### config.mk
export PLATFORM = sky130hd
export DESIGN_NAME = bp_spi_host
export DESIGN_NICKNAME = d
export VERILOG_FILES = /design/src/rtl/bp_spi_host.sv
export SDC_FILE = /design/constraint.sdc
export NUM_CORES = 1
export LEC_CHECK = 0
export ABC_AREA = 1
export CAP_MARGIN = 25
export CORE_MARGIN = 4
export CORE_UTILIZATION = 57
export DETAILED_ROUTE_END_ITERATION = 8
export GPL_ROUTABILITY_DRIVEN = 0
export PLACE_DENSITY = 0.85
export SLEW_MARGIN = 20
export SYNTH_ARGS = -nofsm -noshare
export SYNTH_HDL_FRONTEND = slang
export SYNTH_SLANG_ARGS = --single-unit
### constraint.sdc
create_clock -name clk -period 3.2 [get_ports clk]
set_clock_uncertainty 0.05 [all_clocks]
set_input_delay 0.48 -clock clk [delete_from_list [all_inputs] [get_ports clk]]
set_output_delay 0.48 -clock clk [all_outputs]
set_load 0.005 [all_outputs]
### src/rtl/bp_spi_host.sv
`default_nettype none
// ============================================================================
// Module   : bp_spi_host
// Purpose  : BlackPearl control-link initiator. It shifts a command out MSB-first
//            and captures the chip's reply. Define BP_HOST_EOF_WAIT_EN to wait
//            for the chip's EoF strobe (bounded by TIMEOUT) before responding.
// Revision : 1.0
// ============================================================================
module bp_spi_host #(
    parameter int FRAME_W  = 16,
    parameter int RX_DELAY = 1,
    parameter int GAP      = 2,
    parameter int TIMEOUT  = 4096
) (
    input  logic               clk,
    input  logic               reset,
    input  logic               cmd_valid,
    output logic               cmd_ready,
    input  logic [FRAME_W-1:0] cmd_data,
    output logic               rsp_valid,
    output logic [FRAME_W-1:0] rsp_data,
    output logic               rsp_timeout,
    output logic               spi_ss,
    output logic               spi_FtoC,
    input  logic               spi_CtoF,
    input  logic               EoF
);

    localparam int CNT_MAX = (FRAME_W + RX_DELAY > GAP) ? (FRAME_W + RX_DELAY) : GAP;
    localparam int CNT_W   = $clog2(CNT_MAX);

    typedef enum logic [2:0] {
        S_IDLE     = 3'd0,
        S_SHIFT    = 3'd1,
        S_TAIL     = 3'd2,
        S_GAP      = 3'd3,
        S_WAIT_EOF = 3'd4,
        S_RESP     = 3'd5
    } state_t;

    state_t             state_q, state_d;
    logic [CNT_W-1:0]   cnt_q, cnt_d;
    logic [FRAME_W-1:0] tx_q, tx_d;
    logic [FRAME_W-1:0] rx_q, rx_d;
    logic [FRAME_W-1:0] rsp_data_q, rsp_data_d;
    logic               ftoc_q, ftoc_d;
    logic               ss_q, ss_d;
    logic               ready_q, ready_d;
    logic               valid_q, valid_d;

`ifdef BP_HOST_EOF_WAIT_EN
    localparam int TO_W = $clog2(TIMEOUT);
    logic [TO_W-1:0]    to_cnt_q, to_cnt_d;
    logic               timeout_q, timeout_d;
`endif

    always_comb begin
        state_d    = state_q;
        cnt_d      = cnt_q;
        tx_d       = tx_q;
        rx_d       = rx_q;
        rsp_data_d = rsp_data_q;
        ftoc_d     = ftoc_q;
`ifdef BP_HOST_EOF_WAIT_EN
        to_cnt_d   = to_cnt_q;
        timeout_d  = timeout_q;
`endif

        // One shared counter spans SHIFT and TAIL, so the sample window is cnt >= RX_DELAY.
        if ((state_q == S_SHIFT || state_q == S_TAIL) && cnt_q >= CNT_W'(RX_DELAY)) begin
            rx_d = {rx_q[FRAME_W-2:0], spi_CtoF};
        end

        case (state_q)
            S_IDLE: begin
                if (cmd_valid && ready_q) begin
                    state_d = S_SHIFT;
                    cnt_d   = '0;
                    ftoc_d  = cmd_data[FRAME_W-1];
                    tx_d    = {cmd_data[FRAME_W-2:0], 1'b0};
                end
            end
            S_SHIFT: begin
                if (cnt_q == CNT_W'(FRAME_W - 1)) begin
                    ftoc_d = 1'b0;
                    if (RX_DELAY == 0) begin
                        state_d = S_GAP;
                        cnt_d   = '0;
                    end else begin
                        state_d = S_TAIL;
                        cnt_d   = cnt_q + CNT_W'(1);
                    end
                end else begin
                    ftoc_d = tx_q[FRAME_W-1];
                    tx_d   = {tx_q[FRAME_W-2:0], 1'b0};
                    cnt_d  = cnt_q + CNT_W'(1);
                end
            end
            S_TAIL: begin
                if (cnt_q == CNT_W'(FRAME_W + RX_DELAY - 1)) begin
                    state_d = S_GAP;
                    cnt_d   = '0;
                end else begin
                    cnt_d = cnt_q + CNT_W'(1);
                end
            end
            S_GAP: begin
                if (cnt_q == CNT_W'(GAP - 1)) begin
                    cnt_d = '0;
`ifdef BP_HOST_EOF_WAIT_EN
                    state_d  = S_WAIT_EOF;
                    to_cnt_d = '0;
`else
                    state_d    = S_RESP;
                    rsp_data_d = rx_q;
`endif
                end else begin
                    cnt_d = cnt_q + CNT_W'(1);
                end
            end
`ifdef BP_HOST_EOF_WAIT_EN
            S_WAIT_EOF: begin
                // EoF on the final count still counts as a clean finish.
                if (EoF) begin
                    state_d    = S_RESP;
                    timeout_d  = 1'b0;
                    rsp_data_d = rx_q;
                end else if (to_cnt_q == TO_W'(TIMEOUT - 1)) begin
                    state_d    = S_RESP;
                    timeout_d  = 1'b1;
                    rsp_data_d = rx_q;
                end else begin
                    to_cnt_d = to_cnt_q + TO_W'(1);
                end
            end
`endif
            S_RESP: begin
                state_d = S_IDLE;
            end
            default: begin
                state_d = S_IDLE;
            end
        endcase

        ss_d    = (state_d != S_SHIFT);
        ready_d = (state_d == S_IDLE);
        valid_d = (state_d == S_RESP);
    end

    always_ff @(posedge clk) begin
        if (reset) begin
            state_q    <= S_IDLE;
            cnt_q      <= '0;
            tx_q       <= '0;
            rx_q       <= '0;
            rsp_data_q <= '0;
            ftoc_q     <= 1'b0;
            ss_q       <= 1'b1;
            ready_q    <= 1'b1;
            valid_q    <= 1'b0;
        end else begin
            state_q    <= state_d;
            cnt_q      <= cnt_d;
            tx_q       <= tx_d;
            rx_q       <= rx_d;
            rsp_data_q <= rsp_data_d;
            ftoc_q     <= ftoc_d;
            ss_q       <= ss_d;
            ready_q    <= ready_d;
            valid_q    <= valid_d;
        end
    end

`ifdef BP_HOST_EOF_WAIT_EN
    always_ff @(posedge clk) begin
        if (reset) begin
            to_cnt_q  <= '0;
            timeout_q <= 1'b0;
        end else begin
            to_cnt_q  <= to_cnt_d;
            timeout_q <= timeout_d;
        end
    end

    assign rsp_timeout = timeout_q;
`else
    logic unused_eof;
    assign unused_eof  = EoF ^ (TIMEOUT > 1);
    assign rsp_timeout = 1'b0;
`endif

    assign cmd_ready = ready_q;
    assign rsp_valid = valid_q;
    assign rsp_data  = rsp_data_q;
    assign spi_ss    = ss_q;
    assign spi_FtoC  = ftoc_q;

endmodule
`default_nettype wire
# After elaboration in Yosys (flattened, before gate mapping)
# Cells that the tools add are included.
[op_classes]
add_sub_neg = 1
magnitude_cmp = 1
eq_ne = 10
muxes = 15
reduce_logical = 11
[op_table]
columns = ["cell", "n"]
rows = [
  ["16-bit 2-to-1 mux", 2],
  ["16-bit one-hot mux with 2 select lines", 1],
  ["5-bit one-hot mux with 4 select lines", 1],
  ["5-bit 2-to-1 mux", 3],
  ["3-bit 2-to-1 mux", 4],
  ["3-bit one-hot mux with 4 select lines", 1],
  ["3-bit by 2-bit equality test with 1-bit output, second input constant", 2],
  ["3-bit zero test", 2],
  ["2-bit AND reduction", 3],
  ["5-bit by 1-bit adder with 5-bit output, second input constant", 1],
  ["5-bit by 1-bit equality test with 1-bit output, second input constant", 1],
  ["5-bit by 4-bit equality test with 1-bit output, second input constant", 1],
  ["5-bit equality test, second input constant", 1],
  ["5-bit by 1-bit >= comparator with 1-bit output, second input constant", 1],
  ["2-bit != test, second input constant", 2],
  ["4-bit nonzero test", 1],
  ["3-bit by 1-bit equality test with 1-bit output, second input constant", 1],
  ["3-bit equality test, second input constant", 1],
  ["3-bit by 1-bit != test with 1-bit output, second input constant", 1],
  ["3-bit AND reduction", 1],
  ["1-bit logical AND", 2],
  ["1-bit 2-to-1 mux", 2],
  ["1-bit one-hot mux with 2 select lines", 1],
  ["2-bit nonzero test", 1],
  ["1-bit logical OR", 1],
]
[word_totals]
regBits = 60
output_inout_bits = 21

# Longest topological paths before layout
# Gate-level depths: netlist (run 1).
[depth]
depth_word = 4
depth_mapped = 10

# Worst setup path after synthesis (run 1)
# Ideal clock, no wire load.
[synth_timing]
kind = "register -> register"
from = "reg cnt_q[0]"
to = "reg tx_q[10]"
setup_ps = 116
arrival_ps = 1498
required_time_ps = 3034
path_slack_ps = 1536
stages_incl_launch_ff = 11
n_path_buf = 1
cell_sequence = "dfxtp_1 ha_1 inv_1 nor3_1 ha_1 inv_1 nand2_1 nand2_2 clkbuf_2 o21ai_0 nor2_1"
[synth_between]
elab_chain_len = 3
[synth_rtl]
columns = ["element", "line", "rtl"]
rows = [
  ["start, declared", "42", "logic [CNT_W-1:0] cnt_q, cnt_d;"],
  ["start signal, assigned", "163", "cnt_q <= cnt_d;"],
  ["5-bit by 4-bit equality test with 1-bit output", "84", "if (cnt_q == CNT_W'(FRAME_W - 1)) begin"],
  ["2-bit != test (no source line)", "-", ""],
  ["3-bit AND reduction (no source line)", "-", ""],
  ["end signal, assigned", "164", "tx_q <= tx_d;"],
  ["end, declared", "43", "logic [FRAME_W-1:0] tx_q, tx_d;"],
]
# No other way between the ends.
# A chain may end at the register's enable or synchronous reset.

# Worst setup path after layout (run 1)
[layout_timing]
from = "reg cnt_q[0]"
to = "reg tx_q[7]"
# The elaborated chain is that of the path after synthesis.

==> results.ini, run 1 <==
[setup_path]
arrival_ns = 2.15
worst-setup-path-type = reg2reg
crit_required_ns = 3.38
cp-start-kind = register
path_max_fanout = 15
path_cells = ha_1, inv_1, nor3_1, ha_1, inv_1, nand2_1, nand2_2, o21ai_0, nor2_1
max_stage_delay_ns = 0.44
cp-end-kind = register
crit_slowest_cell = dfxtp_1

[logic_synthesis]
synth_nets = 386
ys_seq_area_frac = 0.4485
syn_area_um2 = 2634
synth.top_cells.by_area = dfxtp_1, nand2_1, nor2_1
synth_seq_cells = 59
synth_area_leader_cell = dfxtp_1
syn_inst = 361
synthDistinctLibCells = 29
synth_top_cell_area_share = 0.4485
synth.avg_cell_area_um2 = 7.296
yosysWarningCount = 0

[clock_tree]
clkTransAtPathRegs_ns = 0.07
ctsHoldBuffers = 0
cts_resized = 0
cts.sinks = 59
cts-root-buf = clkbuf_8
clockBufferDepth = 2
clk_latency_ns = 0.34
cts_tree = yes
cts_inserted_buffers = 9
h-tree-depth = 3
post_cts_buffers = 0

[global_route]
antenna_found_initial = 0
gr-total-overflow = 0
grtUsageTotal = 0.2091
grt_pass1_vias = 2258
grt_max_degree = 28
grt_first_pass_wirelength_mm = 10.07

[route]
vias = 2351
firstDrtPassIters = 4
ant_nets = 0
drt_iter0_markers = 175
wl_per_cell_um = 13.04
totalWireLength_mm = 5.919
via_per_inst = 5.178
drc = 0

[floorplan]
die_h_um = 75.98
die_w_um = 75.98
dieArea_um2 = 5772
pin_count = 42
coreArea_um2 = 4414
start_util = 0.5967
num_rows = 24

[placed_design]
portBuffers = 39
dp_hpwl_mm = 3.735

[power]
power_density_nw_per_um2 = 583.3
irDropWorstVdd_uv = 350.4
p_leak_nw = 1.441

[min_path]
holdCritPathClass = reg2reg

[job]
cap_violations = 0

[final_layout]
syn_to_final_growth_pct = 22.47
multi_input_area_um2 = 1261
n_antenna_cell = 0
seqCellArea_um2 = 1181
nNetsFinal = 422
final_layout_size_suffix_gt1_frac = 0.1144
fillers = 353

[timing]
period_needed_ns = 1.976
post-route-period-util = 0.6175
hold_violations = 0
setup-violations-final = 0
fin_hold_ws_ns = 0.3966
tns_ns = 0
max_freq_mhz = 506.1
rsz0062_at_grt = no
drv_slew = 0

[status]
outcome = complete, no violations

stage by stage:
step | instances | setup WS [ns] | utilization | power (mW) | cell area [um^2]
5_1_grt | 454 | 1.080 | 0.7307 | 1.952 | 3226
2_1_floorplan | 361 | 1.536 | - | 1.008 | 2634
6_report | 454 | 1.224 | 0.7307 | 1.881 | 3226
4_1_cts | 454 | 1.229 | 0.7307 | 1.883 | 3226
3_3_place_gp | 438 | 1.089 | 0.6760 | 1.052 | 2984
3_5_place_dp | 438 | 1.028 | 0.6760 | 1.061 | 2984
cell usage after synthesis, drive strengths merged:
cell type,n
nand4,4
conb,1
ha,4
clkbuf,4
a21oi,6
inv,17
nor3,2
buf,13
nand3,29
nor2,82
dfxtp,59
o21ai,32
nand2,106
a31oi,2
logic make-up after synthesis:
kind of cell,Yosys count,synth area share
other,1,0.001424
flip-flops,59,0.4485
AND/OR/NAND/NOR,223,0.3800
AO/OA/AOI/OAI,40,0.07838
buffers and inverters,34,0.07268
adder cells (fa/ha/maj),4,0.01900
cell type report:
type | count | share of cell area
multi-input cells | 268 | 0.3910
flip-flops and latches | 59 | 0.3662
repair buffers | 42 | 0.1280
clock buffers | 11 | 0.04383
clock inverters | 5 | 0.03103
well taps | 52 | 0.02017
inverters | 17 | 0.01978
where the power goes:
group          switching (mW)  internal, mW  total (mW)  leakage [nW]
sequential             0.0312         0.785       0.816         0.481
clock                   0.294         0.536       0.830         0.123
combinational           0.143        0.0919       0.235         0.837
layout by cell type (no fill, tap or decap):
master,instances
a21oi_1,5
a21oi_2,1
a31oi_1,2
buf_4,3
bufinv_16,3
clkbuf_1,1
clkbuf_8,10
clkdlybuf4s50_1,39
clkinv_2,2
conb_1,1
dfxtp_1,59
ha_1,4
inv_1,14
inv_2,3
nand2_1,101
nand2_2,5
nand3_1,28
nand3_2,1
nand4_1,2
nand4_2,2
nor2_1,67
nor2_2,10
nor2_4,3
nor2_8,2
nor3_1,1
nor3_2,1
o21ai_0,29
o21ai_1,3
final timing paths:
kind | start | to | slack, ns | cells after the start
hold reg to reg | rx_q[15] | rsp_data[15] | 0.40 | 2
setup reg to reg | cnt_q[0] | tx_q[7] | 1.22 | 9
setup / recovery | cnt_q[0] | tx_q[7] | 1.22 | 9
hold / removal | rx_q[15] | rsp_data[15] | 0.40 | 2
layer usage:
layer  global-route usage  routed length (um)
met1               0.2478                2533
met4              0.09253                 123
met5                    0                   0
met2               0.3450                2975
met3              0.06501                 286
critical path, delay by kind of cell, from the launching register on:
family	cells	cell delay (ns)
AO/OA/AOI/OAI	1	0.23
adder cells (fa/ha/maj)	2	0.51
buffers and inverters	2	0.15
flip-flops	1	0.44
AND/OR/NAND/NOR	4	0.49
state kept, by name, summed over array words and instances (netlist names):
| name | flops |
|---|---|
| tx_q | 15 |
| spi_ss | 1 |
| rsp_valid | 1 |
| rsp_data | 16 |
| state_q | 3 |
| spi_FtoC | 1 |
| cmd_ready | 1 |
| cnt_q | 5 |
| rx_q | 16 |
(Power assumes the default switching activity.)
==> run 2: changes to the inputs <==
Settings changed: CORE_UTILIZATION 57 to 48, PLACE_DENSITY 0.85 to 0.77.
Clock period 3.2 ns to 1.6 ns, I/O delays scaled along.
==> run 2 against run 1 <==
Sequential power rose by 100%; utilization fell by 5.1 points; critical endpoint is now tx_q[6]; highest routed layer unchanged; register-to-register slack got worse by 1.2 ns; largest power group is now registers.
==> results.ini, run 2 (synthesis gave the netlist of run 1 again) <==
[route]
totalWireLength_mm = 5.943
drt_iter0_markers = 190
wl_per_cell_um = 11.98
firstDrtPassIters = 4
vias = 2482
drc = 0
via_per_inst = 5.004
ant_nets = 0

[min_path]
hold_start = rx_q[5]
hold_path_depth = 2
min_to = rsp_data[5]
holdCritPathClass = reg2reg

[setup_path]
crit_required_ns = 1.82
arrival_ns = 1.80
cp-start-kind = register
max_stage_delay_ns = 0.35
path_max_fanout = 8
worst-setup-path-type = reg2reg
cp-end-kind = register
reg2reg_slack_ns = 0.02
crit_slowest_cell = dfxtp_2
path_cells = ha_4, inv_4, nor3_4, ha_2, buf_6, nor2_4, nor2_8, buf_12, nor2_4, nor2_1
crit_path_frequent_cell = nor2_4
r2r_cells = 10
r2r_start = cnt_q[0]
regToRegEndpoint = tx_q[6]

[floorplan]
dieArea_um2 = 6736
coreArea_um2 = 5205
start_util = 0.5060
die_h_um = 82.08
num_rows = 26
die_w_um = 82.08
pin_count = 42

[global_route]
grtUsageTotal = 0.1932
grt_first_pass_wirelength_mm = 10.02
grt_pass1_vias = 2257
gr-total-overflow = 0
grt_max_degree = 27
antenna_found_initial = 0

[final_layout]
nNetsFinal = 446
stdcell_count = 496
mostFrequentLayoutCells = nand2_1, nor2_1, dfxtp_1, clkdlybuf4s50_1, nand3_1
n_antenna_cell = 0
fillers = 447
syn_to_final_growth_pct = 34.35
final_layout_size_suffix_gt1_frac = 0.1948
multi_input_area_um2 = 1340
seqCellArea_um2 = 1184
final_common_cell = nand2_1

[timing]
tns_ns = 0
post-route-period-util = 0.9868
drv_slew = 0
max_freq_mhz = 633.4
rsz0062_at_grt = yes
period_needed_ns = 1.579
hold_violations = 0
setup-violations-final = 0

[power]
p_sw_frac = 0.2564
seqPwrFrac = 0.436
p_sw_mw = 0.9603
p_leak_nw = 1.586
pwr-share-comb = 0.153
power_density_nw_per_um2 = 1058
p_clk_frac = 0.411
irDropWorstVdd_uv = 644.0
intPower_mw = 2.785

[clock_tree]
clkTransAtPathRegs_ns = 0.06
cts-root-buf = clkbuf_8
cts_tree = yes
clk_latency_ns = 0.33
clockBufferDepth = 2
h-tree-depth = 3
ctsHoldBuffers = 0
cts.sinks = 59
cts_inserted_buffers = 9

[placed_design]
portBuffers = 39
placed_cells = 468
dp_hpwl_mm = 3.784

[status]
outcome = complete, no violations

[job]
cap_violations = 0

run 2: changes by cell type in the layout (fill, tap and decap cells not counted), sizes merged:
| cell | before | now |
|---|---|---|
| buf | 3 | 26 |
| bufinv | 3 | 2 |
| clkbuf | 11 | 12 |
| clkinvlp | 0 | 1 |
| inv | 17 | 16 |
| nand2 | 106 | 107 |
run 2: power by group through the flow:
stage	Sequential, mW	Clock, mW	Combinational [mW]
CTS	1.63	1.55	0.541
floorplan	1.65	0	0.368
finish	1.63	1.54	0.573
global route	1.65	1.63	0.641
global placement	1.66	0	0.475
detailed placement	1.66	0	0.484
run 2: how the worst max path moves through the flow:
stage                     slack [ns]  cells past startpoint      from  endpoint
after CTS                      0.001                     10  cnt_q[0]  tx_q[10]
after detailed placement       -0.12                      9  cnt_q[1]  tx_q[11]
final                           0.02                     10  cnt_q[0]   tx_q[6]
after floorplan                 0.03                      9  cnt_q[2]  tx_q[10]
after global routing           -0.06                     10  cnt_q[0]   tx_q[6]
after global placement         -0.05                      9  cnt_q[1]  tx_q[13]
run 2: cell type report:
| class | instances | share of cell area |
|---|---|---|
| multi-input cells | 269 | 0.3787 |
| inverters | 17 | 0.02086 |
| clock buffers | 12 | 0.04385 |
| clock inverters | 4 | 0.02051 |
| repair buffers | 65 | 0.1768 |
| flip-flops and latches | 59 | 0.3345 |
| well taps | 70 | 0.02475 |
run 2: critical path, delay by kind of cell, from the launching register on:
kind / cells / cell delay, ns
and+or+nand+nor: 5 / 0.43
buffers and inverters: 3 / 0.31
DFF: 1 / 0.35
adders and majority gates: 2 / 0.38
run 2: routing by layer:
layer,GRT usage,share of wire,vias to the layer above
met5,0,0,-
met4,0.09136,0.022,0
met3,0.04825,0.048,14
met2,0.3134,0.47,58
met1,0.2392,0.46,1143
li1,-,-,1267
run 2: stage by stage:
stage                     total power [mW]  instance area (um^2)    util  hold slack [ns]  worst slack, ns
after global routing                 3.915                  3538  0.6798           0.4365         -0.05969
after floorplan                      2.017                  2644       -           0.3372          0.02599
after global placement               2.131                  3119  0.5993           0.3966         -0.05030
final                                3.745                  3538  0.6798           0.4145          0.02112
after detailed placement             2.141                  3119  0.5993           0.4042          -0.1160
after CTS                            3.723                  3455  0.6637           0.4138         0.001330
run 2: timing repair:
item,in CTS,in global routing
cloned,1,0
setup buffers,6,5
pin swaps,13,10
endpoints found under the setup margin,16,54
resized for setup,20,20
